$ cat config.mk
export PLATFORM = sky130hd
export DESIGN_NAME = seq_retire_monitor
export DESIGN_NICKNAME = d
export VERILOG_FILES = /design/src/rtl/seq_pkg.sv /design/src/rtl/trace_fifo.sv /design/src/rtl/seq_retire_monitor.sv
export SDC_FILE = /design/constraint.sdc
export NUM_CORES = 1
export LEC_CHECK = 0
export ABC_AREA = 0
export BUFFER_PORTS_ARGS = -buffer_cell sky130_fd_sc_hd__buf_2
export CORE_MARGIN = 8
export CORE_UTILIZATION = 50
export DETAILED_ROUTE_END_ITERATION = 6
export GPL_TIMING_DRIVEN = 0
export PLACE_DENSITY = 0.7
export RECOVER_POWER = 25
export SLEW_MARGIN = 30
export SYNTH_ARGS = -nofsm -noshare
export SYNTH_HDL_FRONTEND = slang
export SYNTH_SLANG_ARGS = --single-unit
$ cat constraint.sdc
create_clock -name clk -period 9.4 [get_ports clk]
set_input_delay 0.94 -clock clk [delete_from_list [all_inputs] [get_ports clk]]
set_output_delay 0.94 -clock clk [all_outputs]
set_load 0.01 [all_outputs]
$ cat src/rtl/seq_pkg.sv
// Shared decode constants and run-monitor state encoding for seq_processor.
// The opcode constants are also used by the control unit decode.
package seq_pkg;

    localparam logic [6:0] OP_R  = 7'b0110011;
    localparam logic [6:0] OP_I  = 7'b0010011;
    localparam logic [6:0] OP_LD = 7'b0000011;
    localparam logic [6:0] OP_ST = 7'b0100011;
    localparam logic [6:0] OP_BR = 7'b1100011;

    localparam int NCLASS = 6;

    typedef enum logic [1:0] {
        ST_IDLE = 2'd0,
        ST_RUN  = 2'd1,
        ST_HALT = 2'd2,
        ST_TOUT = 2'd3
    } mon_state_t;

    typedef enum logic [2:0] {
        CL_R   = 3'd0,
        CL_I   = 3'd1,
        CL_LD  = 3'd2,
        CL_ST  = 3'd3,
        CL_BR  = 3'd4,
        CL_OTH = 3'd5
    } instr_class_t;

    // A store that writes the register file, or a non-store that writes memory, is suspect.
    function automatic instr_class_t classify(input logic [31:0] instr,
                                              input logic        reg_write_en,
                                              input logic        mem_write);
        instr_class_t cls;
        case (instr[6:0])
            OP_R:    cls = CL_R;
            OP_I:    cls = CL_I;
            OP_LD:   cls = CL_LD;
            OP_ST:   cls = CL_ST;
            OP_BR:   cls = CL_BR;
            default: cls = CL_OTH;
        endcase
        if (cls == CL_ST) begin
            if (reg_write_en) begin
                cls = CL_OTH;
            end else begin
                cls = CL_ST;
            end
        end else if (mem_write) begin
            cls = CL_OTH;
        end else begin
            cls = cls;
        end
        return cls;
    endfunction

endpackage

$ cat src/rtl/trace_fifo.sv
// First-word-fall-through FIFO for PC/instruction trace entries.
// Pointers carry one extra MSB so full and empty are distinguishable.
module trace_fifo #(
    parameter int WIDTH = 64,
    parameter int DEPTH = 16
) (
    input  logic                     clk,
    input  logic                     reset,
    input  logic                     push,
    input  logic                     pop,
    input  logic [WIDTH-1:0]         din,
    output logic                     full,
    output logic                     empty,
    output logic [$clog2(DEPTH):0]   level,
    output logic [WIDTH-1:0]         head
);

    localparam int AW = $clog2(DEPTH);

    logic [AW:0]      r_wr_ptr;
    logic [AW:0]      r_rd_ptr;
    logic [WIDTH-1:0] r_mem [DEPTH];
    logic             w_do_push;
    logic             w_do_pop;

    assign empty = (r_wr_ptr == r_rd_ptr);
    assign full  = (r_wr_ptr[AW] != r_rd_ptr[AW]) && (r_wr_ptr[AW-1:0] == r_rd_ptr[AW-1:0]);
    assign level = r_wr_ptr - r_rd_ptr;
    // Storage is not flushed on reset, so mask the head while empty.
    assign head  = empty ? {WIDTH{1'b0}} : r_mem[r_rd_ptr[AW-1:0]];

    // A pop frees the slot in the same cycle, so a push to a full FIFO still lands.
    assign w_do_pop  = pop && !empty;
    assign w_do_push = push && (!full || w_do_pop);

    always_ff @(posedge clk or posedge reset) begin
        if (reset) begin
            r_wr_ptr <= '0;
            r_rd_ptr <= '0;
        end else begin
            if (w_do_push) begin
                r_wr_ptr <= r_wr_ptr + {{AW{1'b0}}, 1'b1};
            end
            if (w_do_pop) begin
                r_rd_ptr <= r_rd_ptr + {{AW{1'b0}}, 1'b1};
            end
        end
    end

    always_ff @(posedge clk) begin
        if (w_do_push) begin
            r_mem[r_wr_ptr[AW-1:0]] <= din;
        end
    end

endmodule

$ cat src/rtl/seq_retire_monitor.sv
// Run-control and trace monitor for seq_processor: run FSM, retirement classifier,
// saturating per-class counters and a PC/instruction trace FIFO.
module seq_retire_monitor
    import seq_pkg::*;
#(
    parameter int XLEN        = 32,
    parameter int TRACE_DEPTH = 16,
    parameter int CNT_W       = 32,
    parameter int MAX_CYCLES  = 500
) (
    input  logic                           clk,
    input  logic                           reset,
    input  logic                           start,
    input  logic [XLEN-1:0]                pc,
    input  logic [31:0]                    instr,
    input  logic                           reg_write_en,
    input  logic                           mem_write,
    input  logic                           trace_rd,
    output logic                           running,
    output logic                           halted,
    output logic                           timeout,
    output logic [CNT_W-1:0]               cycle_count,
    output logic [CNT_W-1:0]               cnt_r,
    output logic [CNT_W-1:0]               cnt_i,
    output logic [CNT_W-1:0]               cnt_ld,
    output logic [CNT_W-1:0]               cnt_st,
    output logic [CNT_W-1:0]               cnt_br,
    output logic [CNT_W-1:0]               cnt_oth,
    output logic                           trace_valid,
    output logic [XLEN-1:0]                trace_pc,
    output logic [31:0]                    trace_instr,
    output logic [$clog2(TRACE_DEPTH):0]   trace_level,
    output logic                           trace_ovf
);

    localparam logic [CNT_W:0] BUDGET = (CNT_W+1)'(MAX_CYCLES);

    function automatic logic [CNT_W-1:0] sat_inc(input logic [CNT_W-1:0] v);
        return (&v) ? v : v + {{(CNT_W-1){1'b0}}, 1'b1};
    endfunction

    mon_state_t                  r_state;
    mon_state_t                  w_state_nxt;
    logic                        r_running;
    logic                        r_halted;
    logic                        r_timeout;
    logic                        r_ovf;
    logic [CNT_W-1:0]            r_cycle_count;
    logic [NCLASS-1:0][CNT_W-1:0] r_cnt;
    logic                        w_in_run;
    logic                        w_is_halt;
    logic                        w_budget_hit;
    logic                        w_retire;
    instr_class_t                w_class;
    logic                        w_full;
    logic                        w_empty;
    logic [XLEN+31:0]            w_head;

    assign w_in_run     = (r_state == ST_RUN);
    assign w_is_halt    = (instr == 32'd0);
    assign w_budget_hit = (MAX_CYCLES != 0) && (({1'b0, r_cycle_count} + {{CNT_W{1'b0}}, 1'b1}) == BUDGET);
    assign w_retire     = w_in_run && !w_is_halt;
    assign w_class      = classify(instr, reg_write_en, mem_write);

    // Next-state logic; halt takes priority over budget expiry.
    always_comb begin
        w_state_nxt = r_state;
        case (r_state)
            ST_IDLE: begin
                if (start) begin
                    w_state_nxt = ST_RUN;
                end else begin
                    w_state_nxt = ST_IDLE;
                end
            end
            ST_RUN: begin
                if (w_is_halt) begin
                    w_state_nxt = ST_HALT;
                end else if (w_budget_hit) begin
                    w_state_nxt = ST_TOUT;
                end else begin
                    w_state_nxt = ST_RUN;
                end
            end
            ST_HALT: w_state_nxt = ST_HALT;
            ST_TOUT: w_state_nxt = ST_TOUT;
            default: w_state_nxt = ST_IDLE;
        endcase
    end

    always_ff @(posedge clk or posedge reset) begin
        if (reset) begin
            r_state       <= ST_IDLE;
            r_running     <= 1'b0;
            r_halted      <= 1'b0;
            r_timeout     <= 1'b0;
            r_ovf         <= 1'b0;
            r_cycle_count <= '0;
            r_cnt         <= '0;
        end else begin
            r_state   <= w_state_nxt;
            r_running <= (w_state_nxt == ST_RUN);
            r_halted  <= (w_state_nxt == ST_HALT);
            r_timeout <= (w_state_nxt == ST_TOUT);
            if (w_in_run) begin
                r_cycle_count <= sat_inc(r_cycle_count);
            end
            for (int k = 0; k < NCLASS; k++) begin
                if (w_retire && (w_class == instr_class_t'(k))) begin
                    r_cnt[k] <= sat_inc(r_cnt[k]);
                end
            end
            // Only a push that is actually dropped marks overflow.
            if (w_retire && w_full && !(trace_rd && !w_empty)) begin
                r_ovf <= 1'b1;
            end
        end
    end

    trace_fifo #(
        .WIDTH (XLEN + 32),
        .DEPTH (TRACE_DEPTH)
    ) u_trace_fifo (
        .clk   (clk),
        .reset (reset),
        .push  (w_retire),
        .pop   (trace_rd),
        .din   ({pc, instr}),
        .full  (w_full),
        .empty (w_empty),
        .level (trace_level),
        .head  (w_head)
    );

    assign running     = r_running;
    assign halted      = r_halted;
    assign timeout     = r_timeout;
    assign cycle_count = r_cycle_count;
    assign cnt_r       = r_cnt[CL_R];
    assign cnt_i       = r_cnt[CL_I];
    assign cnt_ld      = r_cnt[CL_LD];
    assign cnt_st      = r_cnt[CL_ST];
    assign cnt_br      = r_cnt[CL_BR];
    assign cnt_oth     = r_cnt[CL_OTH];
    assign trace_valid = !w_empty;
    assign trace_pc    = w_head[XLEN+31:32];
    assign trace_instr = w_head[31:0];
    assign trace_ovf   = r_ovf;

endmodule

# After elaboration in Yosys (flattened, before gate mapping)
# Memories as Yosys holds them, arrays and structs flattened.
# Cells that the tools add are included.
[word_totals]
register_bits = 240
ram_bits = 1024
inputBits = 70
word_cells = 99
mem_count = 1
[memory_table]
columns = ["memory", "depth", "width", "rd", "rd_clocked_by_memory_dff", "write_ports", "line_no", "source"]
rows = [
  ["u_trace_fifo.r_mem", 16, 64, 1, 0, 1, "trace_fifo.sv:22", "logic [WIDTH-1:0] r_mem [DEPTH];"],
]
[classes]
addsub = 11
n_eq_ne = 21
n_mux = 11
bitwise = 7
n_reduce_logical = 34
[ops]
columns = ["operator", "count"]
rows = [
  ["$add 32x1->32 const B", 7],
  ["$reduce_and 32->1", 7],
  ["$mux 64", 1],
  ["$add 32x1->33 const B", 1],
  ["$eq 33x9->1 const B", 1],
  ["$logic_not 32->1", 1],
  ["$pmux 3 s5", 1],
  ["$eq 7x6->1 const B", 2],
  ["$reduce_and 2->1", 7],
  ["$logic_and 1x1->1", 12],
  ["$add 5x1->5 const B", 2],
  ["$eq 3x2->1 const B", 3],
  ["$mux 3", 3],
  ["$eq 2x2->1 const B", 4],
  ["$pmux 2 s4", 1],
  ["$eq 7x2->1 const B", 1],
  ["$eq 7x5->1 const B", 1],
  ["$eq 7x7->1 const B", 1],
  ["$not 1->1", 7],
  ["$eq 3x3->1 const B", 2],
  ["$eq 5x5->1", 1],
  ["$sub 5x5->5", 1],
  ["$eq 2x1->1 const B", 2],
  ["$eq 4x4->1", 1],
  ["other kinds (8)", 14],
]

# Logic depth before layout (Yosys ltp)
[logic_depth]
word_depth = 7
mapped_depth = 11

# By module
# A second synthesis with hierarchy kept.
[unflattened]
cells_unflattened = 2898
hier_area_um2 = 51152.8
[by_module_without_submodules]
columns = ["module", "n_inst", "cells_each", "area_per_inst_um2", "seq_area_each_um2"]
rows = [
  ["trace_fifo", 1, 1775, 39759.4, 30999.7],
  ["seq_retire_monitor", 1, 1123, 11393.4, 5755.5],
]

# Least setup slack after synthesis
# OpenSTA, ideal clock, no wires.
[synth_timing]
path_type = "reg-to-reg"
startpoint = "register u_trace_fifo.r_rd_ptr[3]"
endpoint = "memory u_trace_fifo.r_mem[3][0] (enable)"
setup_time_ns = 0.564
arrival_time_ns = 6.798
setup_slack_ns = 2.037
stages_incl_launch_ff = 10
n_path_buf = 2
synth_period_minus_slack_ns = 7.363
path_cell_list = "dfrtp_1 > inv_1 > clkbuf_1 > buf_1 > ha_1 > nand4_1 > nor3_1 > nor2_1 > nand2_1 > nor3_1"
[synth_via]
elab_chain_cells = 7
word_cells_on_any_way = 10
cone_classes = "2 x eq/ne; 2 x mux; 6 x reduce/logical"
[synth_lines]
columns = ["item", "line_no", "source"]
rows = [
  ["start: declaration", "trace_fifo.sv:21", "logic [AW:0] r_rd_ptr;"],
  ["start signal: assignment", "trace_fifo.sv:45", "r_rd_ptr <= r_rd_ptr + {{AW{1'b0}}, 1'b1};"],
  ["$eq 5x5->1 or $eq 4x4->1 (tied branches)", "trace_fifo.sv:26, trace_fifo.sv:27", ""],
  ["$logic_not 1->1 or $logic_and 1x1->1 (tied branches)", "trace_fifo.sv:33, trace_fifo.sv:27", ""],
  ["$logic_and 1x1->1 or $logic_not 1->1 (tied branches)", "trace_fifo.sv:33, trace_fifo.sv:34", ""],
  ["$logic_or 1x1->1 (*)", "trace_fifo.sv:34", "assign w_do_push = push && (!full || w_do_pop);"],
  ["$logic_and 1x1->1 (*)", "trace_fifo.sv:34", ""],
  ["$mux 1 (*)", "trace_fifo.sv:51", "if (w_do_push) begin"],
  ["$mux 1 (implied by the code) (*)", "trace_fifo.sv:52", "r_mem[r_wr_ptr[AW-1:0]] <= din;"],
  ["end: declaration", "trace_fifo.sv:22", ""],
]
# Every way passes the cells marked *; elsewhere a longest branch is shown, timed or not.

# Final worst setup path
[layout_timing]
startpoint = "register u_trace_fifo.r_rd_ptr[1]"
endpoint = "output port trace_pc[12]"
[layout_via]
elab_chain_cells = 2
word_cells_on_any_way = 3
cone_classes = "1 x eq/ne; 1 x mux; 1 x memory"
[layout_lines]
columns = ["item", "line_no", "source"]
rows = [
  ["$mem_v2 16x64 or $eq 5x5->1 (tied branches)", "--", ""],
  ["$mux 64 (*)", "trace_fifo.sv:30", "assign head = empty ? {WIDTH{1'b0}} : r_mem[r_rd_ptr[AW-1:0]];"],
  ["end: declaration", "seq_retire_monitor.sv:30", "output logic [XLEN-1:0] trace_pc,"],
]
# Marks and branches as above.

==> impl_metrics.json <==
{
  "cellPowerDensity_nw_per_um2": 244.6,
  "synth.most_common_cell": "edfxtp_1",
  "cp-end-kind": "output port",
  "cts_buffers": 131,
  "coreArea_um2": 101300,
  "holdWs_ns": 0.3026,
  "wl_um": 132900,
  "rsz0062_at_grt": "false",
  "grt_pass1_vias": 29660,
  "ctsResizeCount": 0,
  "synth_fp_nets": 2777,
  "synth_area_leaders": "edfxtp_1 60%, mux4_2 14%, dfrtp_1 12%",
  "yosys.area.top_type": "edfxtp_1",
  "grt_overflow_total": 0,
  "postCtsHoldBufs": 0,
  "timing.final.crit_share_pct": 69.01,
  "arrival_ns": 5.55,
  "fmax_mhz": 154.2,
  "port_buffers": 366,
  "layout_min_cycle_time_ns": 6.487,
  "place_area_um2": 56620,
  "grt_pass1_wl_um": 195600,
  "antenna_found_initial": 15,
  "startpoint": "u_trace_fifo.r_rd_ptr[1]$_DFFE_PP0P_",
  "reg2reg_to": "u_trace_fifo.r_mem[3][19]$_DFFE_PP_",
  "drt-pass1-iter-count": 5,
  "num_rows": 117,
  "nNetsFinal": 3386,
  "fin_area_um2": 60740,
  "synth_async_sr_flop_share_pct": 18.99,
  "wl_per_cell_um": 27.82,
  "postSynthAreaPerCell_um2": 18.92,
  "die_y_um": 335.0,
  "cts_setup_buffers": 0,
  "clk_pin_slew_ns": 0.06,
  "reg2reg_slack_ns": 3.97,
  "hold_class": "input pin to asynchronous set/reset pin",
  "synthDistinctLibCells": 70,
  "drive_above_1_share_pct": 29.88,
  "slew_headroom_pct": 32.68,
  "gp_routability_congestion": 0.8653,
  "critical_path_required_ns": 8.46,
  "drt_iter0_drc": 2878,
  "grt_usage_pct": 23.57,
  "drv_cap": 0,
  "synth-warning-count": 0,
  "grt_start_max_net_pins": 96,
  "power.leakage_nw": 21.63,
  "vias": 28590,
  "ys.flop_type": "edfxtp_1",
  "die_x_um": 335.0,
  "cts_tree": "built",
  "crit_type": "flop to output port",
  "finalSetupViolCount": 0,
  "netlist_area_um2": 50890,
  "root_buffer": "clkbuf_16",
  "syn_inst": 2689,
  "cts.htree.levels": 4,
  "yosysSeqAreaShare_pct": 72.23,
  "tightest_slew_ns": 1.001,
  "ios": 368,
  "worstReg2RegStart": "u_trace_fifo.r_rd_ptr[1]$_DFFE_PP0P_",
  "crit_fanout": 10,
  "ys_top_cells_by_count": "1,024 x edfxtp_1, 320 x mux4_2, 240 x dfrtp_1",
  "synth_edf_count": 1024,
  "startpoint_type": "flop",
  "remaining_drc_errors": 0,
  "fin_skew_ns": 0.04234,
  "cts.sinks": 1264,
  "ant_nets": 0,
  "clk_latency_ns": 0.76,
  "drv_slew": 0,
  "dieArea_um2": 112200,
  "ir_drop_mv": 0.1629,
  "report.final.hold_viol_count": 0,
  "synth.top_cell.area_share_pct": 60.42,
  "outcome": "completed",
  "post-dp-hpwl_um": 91490,
  "worstSetupEndpoint": "trace_pc[12]",
  "ys_ff_latch": 1264,
  "clockBufferDepth": 3,
  "area_growth_pct": 19.36,
  "start_util_pct": 50.23,
  "fillCellCount": 7323,
  "reg2reg_depth": 14,
  "viasPerCell": 5.985
}
## worst min-delay path by stage
stage | endpoint | depth (start not counted) | startpoint | slack, ns
final | cnt_br[20]$_DFFE_PP0P_ | 2 | reset | 0.30
after detailed placement | trace_ovf$_DFFE_PP0P_ | 1 | trace_ovf$_DFFE_PP0P_ | 0.45
after global placement | trace_ovf$_DFFE_PP0P_ | 1 | trace_ovf$_DFFE_PP0P_ | 0.44
after global routing | cnt_br[18]$_DFFE_PP0P_ | 2 | reset | 0.33
after CTS | cnt_br[18]$_DFFE_PP0P_ | 2 | reset | 0.30
after floorplan | u_trace_fifo.r_wr_ptr[4]$_DFFE_PP0P_ | 1 | u_trace_fifo.r_wr_ptr[4]$_DFFE_PP0P_ | 0.46
## critical path: stages, from the launching register on
cell and delay, ns:
dfrtp_1 0.47, clkbuf_1 0.46, clkbuf_1 0.67, clkbuf_1 0.65, inv_1 0.15, ha_1 0.35
nand4_1 0.09, nand2b_1 0.37, clkbuf_2 0.50, clkbuf_1 0.60, and2_1 0.31, buf_2 0.17
## report_power, final
part	internal, W	switching, W
sequential	0.00607	0.0000143
clock	0.00284	0.00219
combinational	0.00179	0.00196
total	0.0107	0.00416
## metrics by stage
step | total power, W | TNS [ns] | setup WS (ns) | util [%] | std cells
after floorplan | 0.008643 | 0 | 1.872 | - | 2689
after global placement | 0.009945 | -1828.05 | -4.804 | 53.73 | 4423
after detailed placement | 0.01002 | 0 | 3.352 | 55.89 | 4533
after CTS | 0.01503 | 0 | 2.510 | 60.01 | 4772
after global routing | 0.01539 | 0 | 2.730 | 59.95 | 4772
final | 0.01486 | 0 | 2.913 | 59.96 | 4777
## kinds of logic (layout without fill, tap and decap cells)
group | count (synthesis) | in the layout | share of synthesized area (%)
AO/OA/AOI/OAI | 48 | 48 | 0.7647
XOR/XNOR | 241 | 241 | 4.148
adder cells (fa/ha/maj) | 18 | 18 | 0.4573
buffers and inverters | 157 | 872 | 1.210
flip-flops | 1264 | 1264 | 72.23
multiplexers | 326 | 326 | 14.29
other | 0 | 5 | 0
AND/OR/NAND/NOR | 635 | 635 | 6.902
## layout by cell type, fill, tap and decap left out, types with 5 or more instances in the layout
| cell | synthesis | routed |
|---|---|---|
| a21oi_1 | 9 | 9 |
| and2_1 | 85 | 85 |
| and3_1 | 39 | 39 |
| and4_1 | 34 | 34 |
| buf_1 | 25 | 5 |
| buf_16 | 0 | 58 |
| buf_2 | 21 | 359 |
| buf_4 | 0 | 46 |
| bufinv_16 | 0 | 5 |
| clkbuf_1 | 74 | 153 |
| clkbuf_16 | 0 | 133 |
| clkbuf_2 | 0 | 7 |
| clkbuf_8 | 0 | 7 |
| clkinv_1 | 0 | 21 |
| clkinv_2 | 0 | 12 |
| clkinvlp_4 | 0 | 6 |
| dfrtp_1 | 240 | 240 |
| diode_2 | 0 | 5 |
| edfxtp_1 | 1024 | 1024 |
| ha_1 | 17 | 17 |
| inv_1 | 37 | 36 |
| mux4_2 | 320 | 320 |
| nand2_1 | 115 | 115 |
| nand2b_1 | 9 | 9 |
| nand3_1 | 91 | 91 |
| nand4_1 | 91 | 91 |
| nor2_1 | 70 | 58 |
| nor2_4 | 0 | 12 |
| nor3_1 | 46 | 42 |
| nor3_2 | 2 | 6 |
| nor4_1 | 17 | 16 |
| nor4_2 | 5 | 6 |
| or3_1 | 9 | 9 |
| xnor2_1 | 179 | 179 |
| xor2_1 | 62 | 62 |
## layout make-up
cell class                 instances  area, um^2  share of cell area, %
multi-input combinational       1268       13640                  22.46
inverter                          37       146.4                 0.2410
antenna                            5       12.51                0.02060
tap                             1368        1712                  2.818
sequential                      1264       36760                  60.51
timing repair buffer             476        3796                  6.250
buffer                           120       510.5                 0.8404
clock buffer                     178        3567                  5.873
clock inverter                    61       600.6                 0.9888
## metal layers
layer  global-route usage, %  share of wire (%)  up-vias
met2                   39.14                 50     1479
met4                   6.737                2.6       14
met5                       0              0.061        -
met1                   29.98                 37    14900
met3                   7.427                 10      211
li1                        -                  -    11990
## flip-flops by register name, indices dropped and copies added (netlist names), 2 cells and up
name and flops:
u_trace_fifo.r_mem 1024, cnt_oth 32, r_state 2, cnt_i 32
u_trace_fifo.r_rd_ptr 5, cnt_st 32, cnt_ld 32, u_trace_fifo.r_wr_ptr 5
cnt_r 32, cnt_br 32, cycle_count 32
Power figures use the tool's default switching activity.
